==> config.mk <==
export PLATFORM = sky130hd
export DESIGN_NAME = word_receiver_flat
export DESIGN_NICKNAME = d
export VERILOG_FILES = /design/src/rtl/word_receiver_pkg.sv /design/src/rtl/word_receiver_if.sv /design/src/rtl/word_receiver_uart_byte_rx.sv /design/src/rtl/word_receiver.sv /design/src/flat_wrapper.sv
export SDC_FILE = /design/constraint.sdc
export NUM_CORES = 1
export LEC_CHECK = 0
export ABC_AREA = 1
export BUFFER_PORTS_ARGS = -buffer_cell sky130_fd_sc_hd__buf_2
export CAP_MARGIN = 10
export CORE_AREA = 4 4 103 85
export CTS_BUF_LIST = sky130_fd_sc_hd__clkbuf_4 sky130_fd_sc_hd__clkbuf_8
export CTS_CLUSTER_SIZE = 12
export DETAILED_ROUTE_END_ITERATION = 8
export DIE_AREA = 0 0 107 89
export PLACE_DENSITY = 0.8
export SYNTH_ARGS = -nofsm -noshare
export SYNTH_HDL_FRONTEND = slang
export SYNTH_HIERARCHICAL = 1
export SYNTH_SLANG_ARGS = --single-unit
==> constraint.sdc <==
create_clock -name clk -period 1.35 [get_ports clk]
set_input_delay 0 -clock clk [delete_from_list [all_inputs] [get_ports clk]]
set_output_delay 0 -clock clk [all_outputs]
set_load 0.03 [all_outputs]
==> src/rtl/word_receiver_pkg.sv <==
// word_receiver shared types: byte FSM encoding, word geometry
// and default baud/timeout constants.
package word_receiver_pkg;

  typedef enum logic [1:0] {
    IDLE  = 2'd0,
    START = 2'd1,
    DATA  = 2'd2,
    STOP  = 2'd3
  } rx_state_e;

  localparam int BYTES_PER_WORD     = 4;
  localparam int DEF_CLKS_PER_BIT   = 868;
  localparam int DEF_TIMEOUT_CYCLES = 86800;

endpackage

==> src/rtl/word_receiver_if.sv <==
// Host-side serial line and assembled-word outputs of word_receiver.
// master drives the line; slave is the receiver.
interface word_receiver_if;
  logic        data_in;
  logic [31:0] data_out;
  logic        done;
  logic        frame_err;

  modport master (
    output data_in,
    input  data_out,
    input  done,
    input  frame_err
  );

  modport slave (
    input  data_in,
    output data_out,
    output done,
    output frame_err
  );
endinterface

==> src/rtl/word_receiver_uart_byte_rx.sv <==
// uart_byte_rx: 2-FF synchroniser plus 8N1 byte FSM with
// mid-bit sampling, glitch rejection and stop-bit checking.
module uart_byte_rx
  import word_receiver_pkg::*;
#(
  parameter int CLKS_PER_BIT = DEF_CLKS_PER_BIT
) (
  input  logic       clk,
  input  logic       rst,
  input  logic       i_rx,
  output logic [7:0] o_byte_data,
  output logic       o_byte_valid,
  output logic       o_frame_err
);

  localparam int CW = $clog2(CLKS_PER_BIT);
  localparam logic [CW-1:0] FULL_LAST = CW'(CLKS_PER_BIT - 1);
  localparam logic [CW-1:0] HALF_LAST = CW'(CLKS_PER_BIT / 2 - 1);

  logic [1:0]    r_sync;
  rx_state_e     r_state;
  logic [CW-1:0] r_cnt;
  logic [2:0]    r_bit;
  logic [7:0]    r_shift;
  logic          r_valid;
  logic          r_ferr;
  logic          w_rx;

  assign w_rx         = r_sync[1];
  assign o_byte_data  = r_shift;
  assign o_byte_valid = r_valid;
  assign o_frame_err  = r_ferr;

  always_ff @(posedge clk or posedge rst) begin
    if (rst) begin
      r_sync  <= 2'b11;
      r_state <= IDLE;
      r_cnt   <= '0;
      r_bit   <= '0;
      r_shift <= '0;
      r_valid <= 1'b0;
      r_ferr  <= 1'b0;
    end else begin
      r_sync  <= {r_sync[0], i_rx};
      r_valid <= 1'b0;
      r_ferr  <= 1'b0;
      unique case (r_state)
        IDLE: begin
          r_cnt <= '0;
          if (!w_rx) r_state <= START;
        end
        START: begin
          if (r_cnt == HALF_LAST) begin
            r_cnt <= '0;
            r_bit <= '0;
            // a start bit gone high by mid-bit is line noise
            r_state <= w_rx ? IDLE : DATA;
          end else begin
            r_cnt <= r_cnt + 1'b1;
          end
        end
        DATA: begin
          if (r_cnt == FULL_LAST) begin
            r_cnt   <= '0;
            r_shift <= {w_rx, r_shift[7:1]};
            r_bit   <= r_bit + 1'b1;
            if (r_bit == 3'd7) r_state <= STOP;
          end else begin
            r_cnt <= r_cnt + 1'b1;
          end
        end
        STOP: begin
          if (r_cnt == FULL_LAST) begin
            r_cnt   <= '0;
            r_state <= IDLE;
            r_valid <= w_rx;
            r_ferr  <= !w_rx;
          end else begin
            r_cnt <= r_cnt + 1'b1;
          end
        end
        default: r_state <= IDLE;
      endcase
    end
  end

endmodule

==> src/rtl/word_receiver.sv <==
// word_receiver: UART bytes -> MSB-first 32-bit words with done pulse.
// Define RX_TIMEOUT_EN to drop partial words after TIMEOUT_CYCLES idle.
module word_receiver
  import word_receiver_pkg::*;
#(
  parameter int CLKS_PER_BIT   = DEF_CLKS_PER_BIT,
  parameter int TIMEOUT_CYCLES = DEF_TIMEOUT_CYCLES
) (
  input logic            clk,
  input logic            rst,
  word_receiver_if.slave bus
);

  localparam logic [1:0] LAST_IDX = 2'(BYTES_PER_WORD - 1);

  logic [7:0]  w_byte;
  logic        w_valid;
  logic        w_ferr;
  logic        w_tmo;
  logic [1:0]  r_idx;
  logic [23:0] r_stage;
  logic [31:0] r_data;
  logic        r_done;

  uart_byte_rx #(
    .CLKS_PER_BIT(CLKS_PER_BIT)
  ) u_rx (
    .clk         (clk),
    .rst         (rst),
    .i_rx        (bus.data_in),
    .o_byte_data (w_byte),
    .o_byte_valid(w_valid),
    .o_frame_err (w_ferr)
  );

`ifdef RX_TIMEOUT_EN
  localparam int TW = $clog2(TIMEOUT_CYCLES + 1);
  localparam logic [TW-1:0] TMO_LAST = TW'(TIMEOUT_CYCLES - 1);

  logic [TW-1:0] r_idle;

  assign w_tmo = (r_idx != 2'd0) && (r_idle == TMO_LAST);

  always_ff @(posedge clk or posedge rst) begin
    if (rst) begin
      r_idle <= '0;
    end else if (w_valid || w_ferr || w_tmo || r_idx == 2'd0) begin
      r_idle <= '0;
    end else begin
      r_idle <= r_idle + 1'b1;
    end
  end
`else
  assign w_tmo = 1'b0;
`endif

  always_ff @(posedge clk or posedge rst) begin
    if (rst) begin
      r_idx   <= '0;
      r_stage <= '0;
      r_data  <= '0;
      r_done  <= 1'b0;
    end else begin
      r_done <= 1'b0;
      if (w_ferr) begin
        r_idx <= '0;
      end else if (w_valid) begin
        unique case (r_idx)
          2'd0:    r_stage[23:16] <= w_byte;
          2'd1:    r_stage[15:8]  <= w_byte;
          2'd2:    r_stage[7:0]   <= w_byte;
          default: begin
            r_data <= {r_stage, w_byte};
            r_done <= 1'b1;
          end
        endcase
        r_idx <= (r_idx == LAST_IDX) ? 2'd0 : r_idx + 1'b1;
      end else if (w_tmo) begin
        r_idx <= '0;
      end
    end
  end

  assign bus.data_out  = r_data;
  assign bus.done      = r_done;
  assign bus.frame_err = w_ferr;

endmodule

==> src/flat_wrapper.sv <==
// flat-port wrapper written by rule: the top's interface ports become plain ports
module word_receiver_flat import word_receiver_pkg::*;
#(
  parameter int CLKS_PER_BIT   = DEF_CLKS_PER_BIT,
  parameter int TIMEOUT_CYCLES = DEF_TIMEOUT_CYCLES
)
  (clk, rst, bus_data_in, bus_data_out, bus_done, bus_frame_err);
  word_receiver_if bus_i ();
  input logic clk;
  input logic rst;
  input wire logic [$bits(bus_i.data_in)-1:0] bus_data_in;
  output wire logic [$bits(bus_i.data_out)-1:0] bus_data_out;
  output wire logic [$bits(bus_i.done)-1:0] bus_done;
  output wire logic [$bits(bus_i.frame_err)-1:0] bus_frame_err;
  assign bus_i.data_in = bus_data_in;
  assign bus_data_out = bus_i.data_out;
  assign bus_done = bus_i.done;
  assign bus_frame_err = bus_i.frame_err;
  word_receiver #(.CLKS_PER_BIT(CLKS_PER_BIT), .TIMEOUT_CYCLES(TIMEOUT_CYCLES)) u_core (.clk(clk), .rst(rst), .bus(bus_i));
endmodule
==> results of run 1 <==
-- layer usage --
metal | GRT usage, % | vias to the layer above
met1 | 23.7 | 1475
li1 | - | 1524
met2 | 30.0 | 103
met4 | 3.48 | 0
met3 | 5.63 | 10
met5 | 0 | -
-- synth_stat cells --
cell type and instances:
sky130_fd_sc_hd__nand2_2 2, sky130_fd_sc_hd__buf_6 9, sky130_fd_sc_hd__o21ai_2 3, sky130_fd_sc_hd__buf_2 14, sky130_fd_sc_hd__nor3_2 2, sky130_fd_sc_hd__nand4_1 60
sky130_fd_sc_hd__a21oi_2 1, sky130_fd_sc_hd__buf_4 1, sky130_fd_sc_hd__dfstp_2 2, sky130_fd_sc_hd__nand3_1 12, sky130_fd_sc_hd__mux2i_4 1, sky130_fd_sc_hd__nor3b_2 1
sky130_fd_sc_hd__inv_2 6, sky130_fd_sc_hd__dfrtp_1 84, sky130_fd_sc_hd__a31oi_1 1, sky130_fd_sc_hd__xnor2_1 1, sky130_fd_sc_hd__nand2_1 160, sky130_fd_sc_hd__nor3_1 6
sky130_fd_sc_hd__o21ai_0 3, sky130_fd_sc_hd__ha_1 9, sky130_fd_sc_hd__o21ai_1 1, sky130_fd_sc_hd__nor2_2 2, sky130_fd_sc_hd__inv_1 22, sky130_fd_sc_hd__nor2_1 20
sky130_fd_sc_hd__nand3_2 1, sky130_fd_sc_hd__xor2_1 1
-- what timing repair did --
action / in CTS / in global routing
hold endpoints to repair: 49 / 0
hold buffers: 2 / 0
endpoints found under the setup margin: 31 / 81
buffers inserted: 2 / 5
pin swaps: 6 / 11
cloned: 0 / 1
resized for setup: 13 / 29
-- logic make-up (layout without fill, tap and decap cells) --
logic type | Yosys count | in the layout | synth area share [%]
mux | 1 | 1 | 0.583
fa+ha+maj | 9 | 9 | 2.92
flops | 86 | 86 | 55.8
simple gates | 266 | 266 | 31.3
xor+xnor | 2 | 2 | 0.454
buf+inv | 52 | 119 | 7.36
compound gates | 9 | 9 | 1.59
-- tightest hold or removal path: stages --
cell and delay [ps]:
sky130_fd_sc_hd__dlygate4sd3_1 530, sky130_fd_sc_hd__buf_2 140, sky130_fd_sc_hd__clkinvlp_4 330
-- sequential cells by signal, summed over array words and instances (netlist names), named ones only --
register / count
u_core/bus.done: 1
u_core/u_rx/r_state: 1
u_core/r_idx: 2
u_core/u_rx/r_cnt: 10
u_core/u_rx/r_bit: 3
u_core/u_rx/o_byte_valid: 1
u_core/u_rx/o_frame_err: 1
u_core/u_rx/o_byte_data: 8
u_core/bus.data_out: 32
u_core/r_stage: 24
u_core/u_rx/r_sync: 2
-- how the worst max path moves through the flow --
| stage | start | slack, ps | end | cells past startpoint |
|---|---|---|---|---|
| global route | u_core/u_rx/r_cnt[1] | -330 | u_core/u_rx/r_cnt[8] | 6 |
| global placement | u_core/u_rx/r_cnt[1] | -70 | u_core/u_rx/r_bit[2] | 8 |
| detailed placement | u_core/u_rx/r_cnt[0] | -170 | u_core/u_rx/r_bit[1] | 8 |
| CTS | u_core/u_rx/r_cnt[1] | -110 | register | 9 |
| floorplan | u_core/u_rx/r_cnt[0] | -20 | u_core/u_rx/o_byte_data[7] | 8 |
| finish | u_core/u_rx/r_cnt[1] | -140 | u_core/u_rx/o_byte_data[1] | 8 |
-- power groups by stage --
stage / sequential, W / combinational [W] / clock, W
after floorplan: 0.00263 / 0.0000405 / 0
after global placement: 0.00263 / 0.0000670 / 0
after detailed placement: 0.00263 / 0.0000679 / 0
after CTS: 0.00258 / 0.0000724 / 0.00189
after global routing: 0.00258 / 0.0000807 / 0.00201
final: 0.00258 / 0.0000679 / 0.00183
-- layout make-up --
class	count	area [sq um]
Timing Repair Buffer	74	534
Fill cell	653	3060
Inverter	28	124
Timing Repair inverter	1	6.26
Clock buffer	10	138
Tap cell	108	135
Clock inverter	6	68.8
Sequential cell	86	2160
Multi-Input combinational cell	287	1540
-- through the flow --
stage | setup TNS [ps] | hold WS [ps] | instances | worst slack, ps | util, %
CTS | -1220 | 223 | 594 | -106 | 58.7
global route | -5620 | 248 | 600 | -330 | 60.5
detailed placement | -2250 | 61.9 | 574 | -169 | 55.0
floorplan | -95.9 | 4.48 | 425 | -18.1 | -
global placement | -925 | 63.1 | 574 | -74.1 | 55.0
finish | -2350 | 222 | 600 | -141 | 60.5
==> insert_results.sql, run 1 <==
INSERT INTO impl_metrics (metric_group, metric, value, unit) VALUES
('synth', 'post-synth-top-area-fraction', '54.4', '%'),
('route', 'ant_nets_after_route', '0', ''),
('timing', 'worst_pin_slew', '487', 'ps'),
('pwr', 'sw_frac_of_total', '21.5', '%'),
('finish', 'layout_commonest_cell', 'sky130_fd_sc_hd__nand2_1', ''),
('clock_network', 'clockRootBuffer', 'sky130_fd_sc_hd__clkbuf_8', ''),
('synth', 'yosysTopAreaCell', 'sky130_fd_sc_hd__dfrtp_1', ''),
('worst_setup_path', 'worst-path-max-fanout', '8', ''),
('synth', 'syn-num-nets', '437', ''),
('pwr', 'power_leakage', '2.58', 'nW'),
('worst_setup_path', 'setup.worst_path.start_class', 'register', ''),
('worst_setup_path', 'worst-endpoint-required', '1600', 'ps'),
('timing', 'fin_skew', '7.37', 'ps'),
('placement', 'io_buffer_count', '36', ''),
('global_route', 'pin_count_of_the_biggest_net_entering_global_routing', '39', ''),
('clock_network', 'tritoncts', 'built', ''),
('worst_setup_path', 'rr_startpoint', 'u_core/u_rx/r_cnt[1]', ''),
('timing', 'final_cycle_share', '110', '%'),
('floorplan', 'die_area', '9520', 'sq um'),
('floorplan', 'floorplan.rows', '29', ''),
('finish', 'antennaDiodeCount', '0', ''),
('worst_setup_path', 'reg2reg_slack', '-140', 'ps'),
('global_route', 'first_global_vias', '2855', ''),
('clock_network', 'htree_num_levels', '3', ''),
('synth', 'ys_types', '26', ''),
('pwr', 'power_frac_comb', '1.5', '%'),
('worst_setup_path', 'critical_path_arrival', '1740', 'ps'),
('route', 'top_layer', 'met4', ''),
('placement', 'hpwlAfterDp', '5450', 'um'),
('timing', 'setup_slack_after_layout', '-141', 'ps'),
('route', 'drc_errors', '0', ''),
('synth', 'share_of_the_yosys_chip_area_belonging_to_registers', '55.8', '%'),
('worst_setup_path', 'worst_path_max_delay_cell', 'sky130_fd_sc_hd__dfrtp_1', ''),
('pwr', 'clock_power_share', '40.9', '%'),
('floorplan', 'fp.coreArea', '7760', 'sq um'),
('timing', 'final-setup-viol-count', '24', ''),
('pwr', 'power_density', '953', 'nW/um^2'),
('timing', 'max_clock_freq', '670', 'MHz'),
('timing', 'min_period', '1490', 'ps'),
('run_status', 'run_status', 'finished with violations', ''),
('timing', 'maxSlewHeadroom', '67.4', '%'),
('synth', 'syn_area_per_cell', '9.09', 'sq um'),
('timing', 'unrepaired_setup_endpoints_after_global_routing', 'yes', ''),
('placement', 'post_dp_cell_area', '4270', 'sq um'),
('worst_setup_path', 'crit_chain', 'ha_2 > nor3b_4 > nand2_2 > inv_4 > nand2_8 > buf_8 > nand2_1 > nand2_1', ''),
('global_route', 'global_route.overflow_total', '0', ''),
('global_route', 'antenna_found_initial', '0', ''),
('synth', 'syn_inst', '425', ''),
('route', 'drt_iter0_drc', '163', ''),
('clock_network', 'worst_setup_hold_path_clk_slew', '90', 'ps'),
('worst_setup_path', 'timing.reg2reg.worst_path_depth', '8', ''),
('floorplan', 'io_pins', '37', ''),
('worst_setup_path', 'worstReg2RegEnd', 'u_core/u_rx/o_byte_data[1]', ''),
('route', 'detail_route.first_pass.iterations', '5', ''),
('finish', 'finished_cell_area', '4700', 'sq um'),
('clock_network', 'cts_buffer_depth', '2', ''),
('floorplan', 'initial_utilization', '49.7', '%'),
('run_status', 'failed_checks', 'setup timing', ''),
('finish', 'final_cell_mix', 'sky130_fd_sc_hd__nand2_1, sky130_fd_sc_hd__dfrtp_1, sky130_fd_sc_hd__nand4_1', ''),
('clock_network', 'clk-insertion-delay-late', '350', 'ps'),
('route', 'detailroute.via_count', '3112', ''),
('placement', 'place.gp.congestion', '0.838', ''),
('clock_network', 'cts.sink_count', '86', ''),
('route', 'routed_via_density', '5.19', ''),
('timing', 'final_max_slew_viol_count', '0', ''),
('clock_network', 'cts_inserted_buffers', '9', ''),
('pwr', 'vdd_drop_max', '0.485', 'mV'),
('route', 'drt-total-wl', '8250', 'um'),
('worst_setup_path', 'critical_path.top_delay_family', 'simple AND/OR/NAND/NOR gates', ''),
('pwr', 'seqPwrFrac', '57.6', '%'),
('floorplan', 'die_y', '89', 'um');
(Power assumes the default switching activity.)
==> run 2, diff against run 1 <==
--- a/config.mk
+++ b/config.mk
@@ -8,12 +8,14 @@
 export ABC_AREA = 1
 export BUFFER_PORTS_ARGS = -buffer_cell sky130_fd_sc_hd__buf_2
 export CAP_MARGIN = 10
-export CORE_AREA = 4 4 103 85
+export CELL_PAD_IN_SITES_DETAIL_PLACEMENT = 0
+export CELL_PAD_IN_SITES_GLOBAL_PLACEMENT = 2
+export CORE_AREA = 4 4 125 103
 export CTS_BUF_LIST = sky130_fd_sc_hd__clkbuf_4 sky130_fd_sc_hd__clkbuf_8
 export CTS_CLUSTER_SIZE = 12
 export DETAILED_ROUTE_END_ITERATION = 8
-export DIE_AREA = 0 0 107 89
-export PLACE_DENSITY = 0.8
+export DIE_AREA = 0 0 129 107
+export PLACE_DENSITY = 0.84
 export SYNTH_ARGS = -nofsm -noshare
 export SYNTH_HDL_FRONTEND = slang
 export SYNTH_HIERARCHICAL = 1
==> run 2 against run 1 <==
Effect of this change: the flow still finishes with violations (setup timing); total power fell by 2.6%; clock power fell by 7%; non-clock buffer count did not move; flip-flop and latch count did not move; critical path depth did not move; critical path type unchanged; global-route usage fell by 4.4 points; sequential power barely moved; fmax rose by 4.0%; first-iteration DRC count rose by 48%; sequential share of layout area fell by 0.48 points; count of clock-buffer cells in the layout fell by 1; register-to-register slack improved by 60 ps.
==> insert_results.sql, run 2 (synthesis gave the netlist of run 1 again) <==
INSERT INTO impl_metrics (metric_group, metric, value, unit) VALUES
('route', 'detailroute.via_count', '3014', ''),
('worst_setup_path', 'crit_type', 'register to register', ''),
('floorplan', 'io_pins', '37', ''),
('timing', 'worst_hold_slack', '213', 'ps'),
('flow_run', 'cap_viol_max_count', '0', ''),
('worst_setup_path', 'cell_seen_most_often_among_critical_path_stages', 'sky130_fd_sc_hd__nand2_2', ''),
('global_route', 'global_route.overflow_total', '0', ''),
('worst_setup_path', 'critical_path_arrival', '1700', 'ps'),
('pwr', 'power_leakage', '2.57', 'nW'),
('worst_setup_path', 'crit_chain', 'ha_2 > nor3b_4 > nand2_2 > inv_2 > nand2_4 > buf_6 > nand2_2 > nand2_1', ''),
('worst_setup_path', 'worst-path-max-fanout', '7', ''),
('clock_network', 'clk-insertion-delay-late', '370', 'ps'),
('timing', 'hold_violation_count_in_the_final_report', '0', ''),
('worst_setup_path', 'setup.worst_path.start_class', 'register', ''),
('finish', 'seqCellArea', '2160', 'sq um'),
('finish', 'layout-area-overhead-vs-synth', '23.0', '%'),
('worst_setup_path', 'reg2reg_slack', '-80', 'ps'),
('route', 'detail_route.first_pass.iterations', '4', ''),
('worst_setup_path', 'worstPathBufferInverterCount', '2', ''),
('global_route', 'pin_count_of_the_biggest_net_entering_global_routing', '41', ''),
('floorplan', 'initial_utilization', '33.7', '%'),
('timing', 'maxSlewHeadroom', '67.3', '%'),
('timing', 'fin_skew', '12.7', 'ps'),
('global_route', 'antenna_found_initial', '0', ''),
('timing', 'setup_slack_after_layout', '-84.5', 'ps'),
('clock_network', 'cts_buffer_depth', '2', ''),
('route', 'drt-total-wl', '8760', 'um'),
('worst_setup_path', 'worst_path_max_delay_cell', 'sky130_fd_sc_hd__dfrtp_1', ''),
('pwr', 'power_density', '919', 'nW/um^2'),
('floorplan', 'die_area', '13800', 'sq um'),
('clock_network', 'cts.sink_count', '86', ''),
('route', 'drt_iter0_drc', '241', ''),
('route', 'routed_via_density', '4.72', ''),
('timing', 'final_max_slew_viol_count', '0', ''),
('global_route', 'grt-busiest-layer', 'met2', ''),
('finish', 'antennaDiodeCount', '0', ''),
('worst_setup_path', 'end_kind', 'register', ''),
('global_route', 'grt_pass1_wl', '14800', 'um'),
('floorplan', 'floorplan.rows', '35', ''),
('finish', 'finished_cell_area', '4750', 'sq um'),
('worst_setup_path', 'cpPeakStageDelay', '390', 'ps'),
('clock_network', 'htree_num_levels', '3', ''),
('finish', 'layout-drive-gt1-share', '27.3', '%'),
('clock_network', 'cts_inserted_buffers', '9', ''),
('finish', 'layout_commonest_cell', 'sky130_fd_sc_hd__nand2_1', ''),
('placement', 'post_dp_cell_area', '4380', 'sq um'),
('worst_setup_path', 'worst-endpoint-required', '1610', 'ps'),
('clock_network', 'clockRootBuffer', 'sky130_fd_sc_hd__clkbuf_8', ''),
('finish', 'multiInputGateArea', '1570', 'sq um'),
('global_route', 'gr-usage-met2', '20.1', '%'),
('worst_setup_path', 'critical_path.top_delay_family', 'simple AND/OR/NAND/NOR gates', ''),
('route', 'ant_nets_after_route', '0', ''),
('global_route', 'gr-usage-met1', '19.2', '%'),
('placement', 'io_buffer_count', '36', ''),
('timing', 'unrepaired_setup_endpoints_after_global_routing', 'yes', ''),
('route', 'route.detailed.wl_per_inst', '13.7', 'um'),
('worst_setup_path', 'timing.reg2reg.worst_path_depth', '8', ''),
('pwr', 'vdd_drop_max', '0.374', 'mV'),
('run_status', 'run_status', 'finished with violations', ''),
('route', 'drc_errors', '0', ''),
('clock_network', 'tritoncts', 'built', ''),
('finish', 'flip_flop_count_of_the_largest_register_after_layout', '32', ''),
('floorplan', 'die_y', '107', 'um'),
('timing', 'final_cycle_share', '106', '%'),
('placement', 'hpwlAfterDp', '6020', 'um'),
('global_route', 'first_global_vias', '2900', ''),
('global_route', 'gr-usage-all-layers', '13.6', '%'),
('clock_network', 'worst_setup_hold_path_clk_slew', '90', 'ps'),
('floorplan', 'die_width', '129', 'um'),
('finish', 'final_net_count', '498', ''),
('timing', 'min_period', '1430', 'ps'),
('placement', 'place.gp.congestion', '0.801', ''),
('finish', 'final_cell_mix', 'sky130_fd_sc_hd__nand2_1, sky130_fd_sc_hd__dfrtp_1, sky130_fd_sc_hd__nand4_1', ''),
('timing', 'worst_pin_slew', '490', 'ps'),
('worst_setup_path', 'cp_num_cells', '8', ''),
('run_status', 'failed_checks', 'setup timing', ''),
('worst_setup_path', 'worstReg2RegEnd', 'u_core/u_rx/o_byte_data[0]', ''),
('floorplan', 'fp.coreArea', '11500', 'sq um'),
('timing', 'final-setup-viol-count', '17', ''),
('worst_setup_path', 'rr_startpoint', 'u_core/u_rx/r_cnt[0]', ''),
('finish', 'fill_cells', '1143', ''),
('global_route', 'grt_use_met3', '4.83', '%'),
('timing', 'max_clock_freq', '697', 'MHz'),
('placement', 'place_ws', '-110', 'ps'),
('hold_path', 'timing.hold.worst.class', 'primary input to asynchronous set/reset pin', '');
==> run 2: final cells by class <==
cell class                      instances  area share (%)
Sequential cell                        86            45.4
Multi-Input combinational cell        287            33.1
Timing Repair Buffer                   74            11.5
Tap cell                              148            3.90
Clock buffer                            9            2.61
Inverter                               28            2.40
Clock inverter                          7            1.16
==> run 2: layer usage <==
layer	wire length, um	vias to the layer above
met3	474	6
met2	3870	47
met4	65	0
li1	-	1528
met1	4350	1433
met5	0	-
==> run 2: what timing repair did <==
action,in CTS,in global routing
setup endpoints to repair,38,53
pin swaps,0,10
hold buffers,2,0
endpoints found under the hold margin,75,0
setup buffers,0,2
cloned,0,0
resized for setup,9,28
==> run 2: report_power, final <==
part           leakage, nW  total [W]  internal [W]  switching, W
logic                 1.30  0.0000770     0.0000207     0.0000563
registers             1.18    0.00258       0.00258    0.00000194
clock network       0.0866    0.00171      0.000688       0.00102
==> run 2: how the worst max path moves through the flow <==
| stage | from | end | slack [ps] |
|---|---|---|---|
| after floorplan | u_core/u_rx/r_cnt[0] | u_core/u_rx/o_byte_data[7] | -20 |
| after global placement | u_core/u_rx/r_cnt[0] | u_core/u_rx/o_byte_data[1] | -70 |
| after detailed placement | u_core/u_rx/r_cnt[0] | u_core/u_rx/r_bit[2] | -110 |
| after CTS | u_core/u_rx/r_cnt[0] | u_core/u_rx/o_byte_data[3] | -90 |
| after global routing | u_core/u_rx/r_cnt[0] | u_core/u_rx/o_byte_data[3] | -190 |
| final | u_core/u_rx/r_cnt[0] | u_core/u_rx/o_byte_data[0] | -80 |
==> run 2: stage by stage <==
step | TNS [ps] | util [%] | std cells | power, W
floorplan | -95.9 | - | 425 | 0.00267
detailed placement | -1770 | 38.2 | 619 | 0.00271
global route | -3110 | 41.4 | 639 | 0.00457
global placement | -1030 | 38.2 | 619 | 0.00271
finish | -799 | 41.4 | 639 | 0.00437
CTS | -1350 | 40.2 | 637 | 0.00446
==> run 2: worst min-delay path, stage by stage <==
cell,delay [ps]
sky130_fd_sc_hd__dlygate4sd3_1,530
sky130_fd_sc_hd__buf_2,140
sky130_fd_sc_hd__clkinvlp_4,330
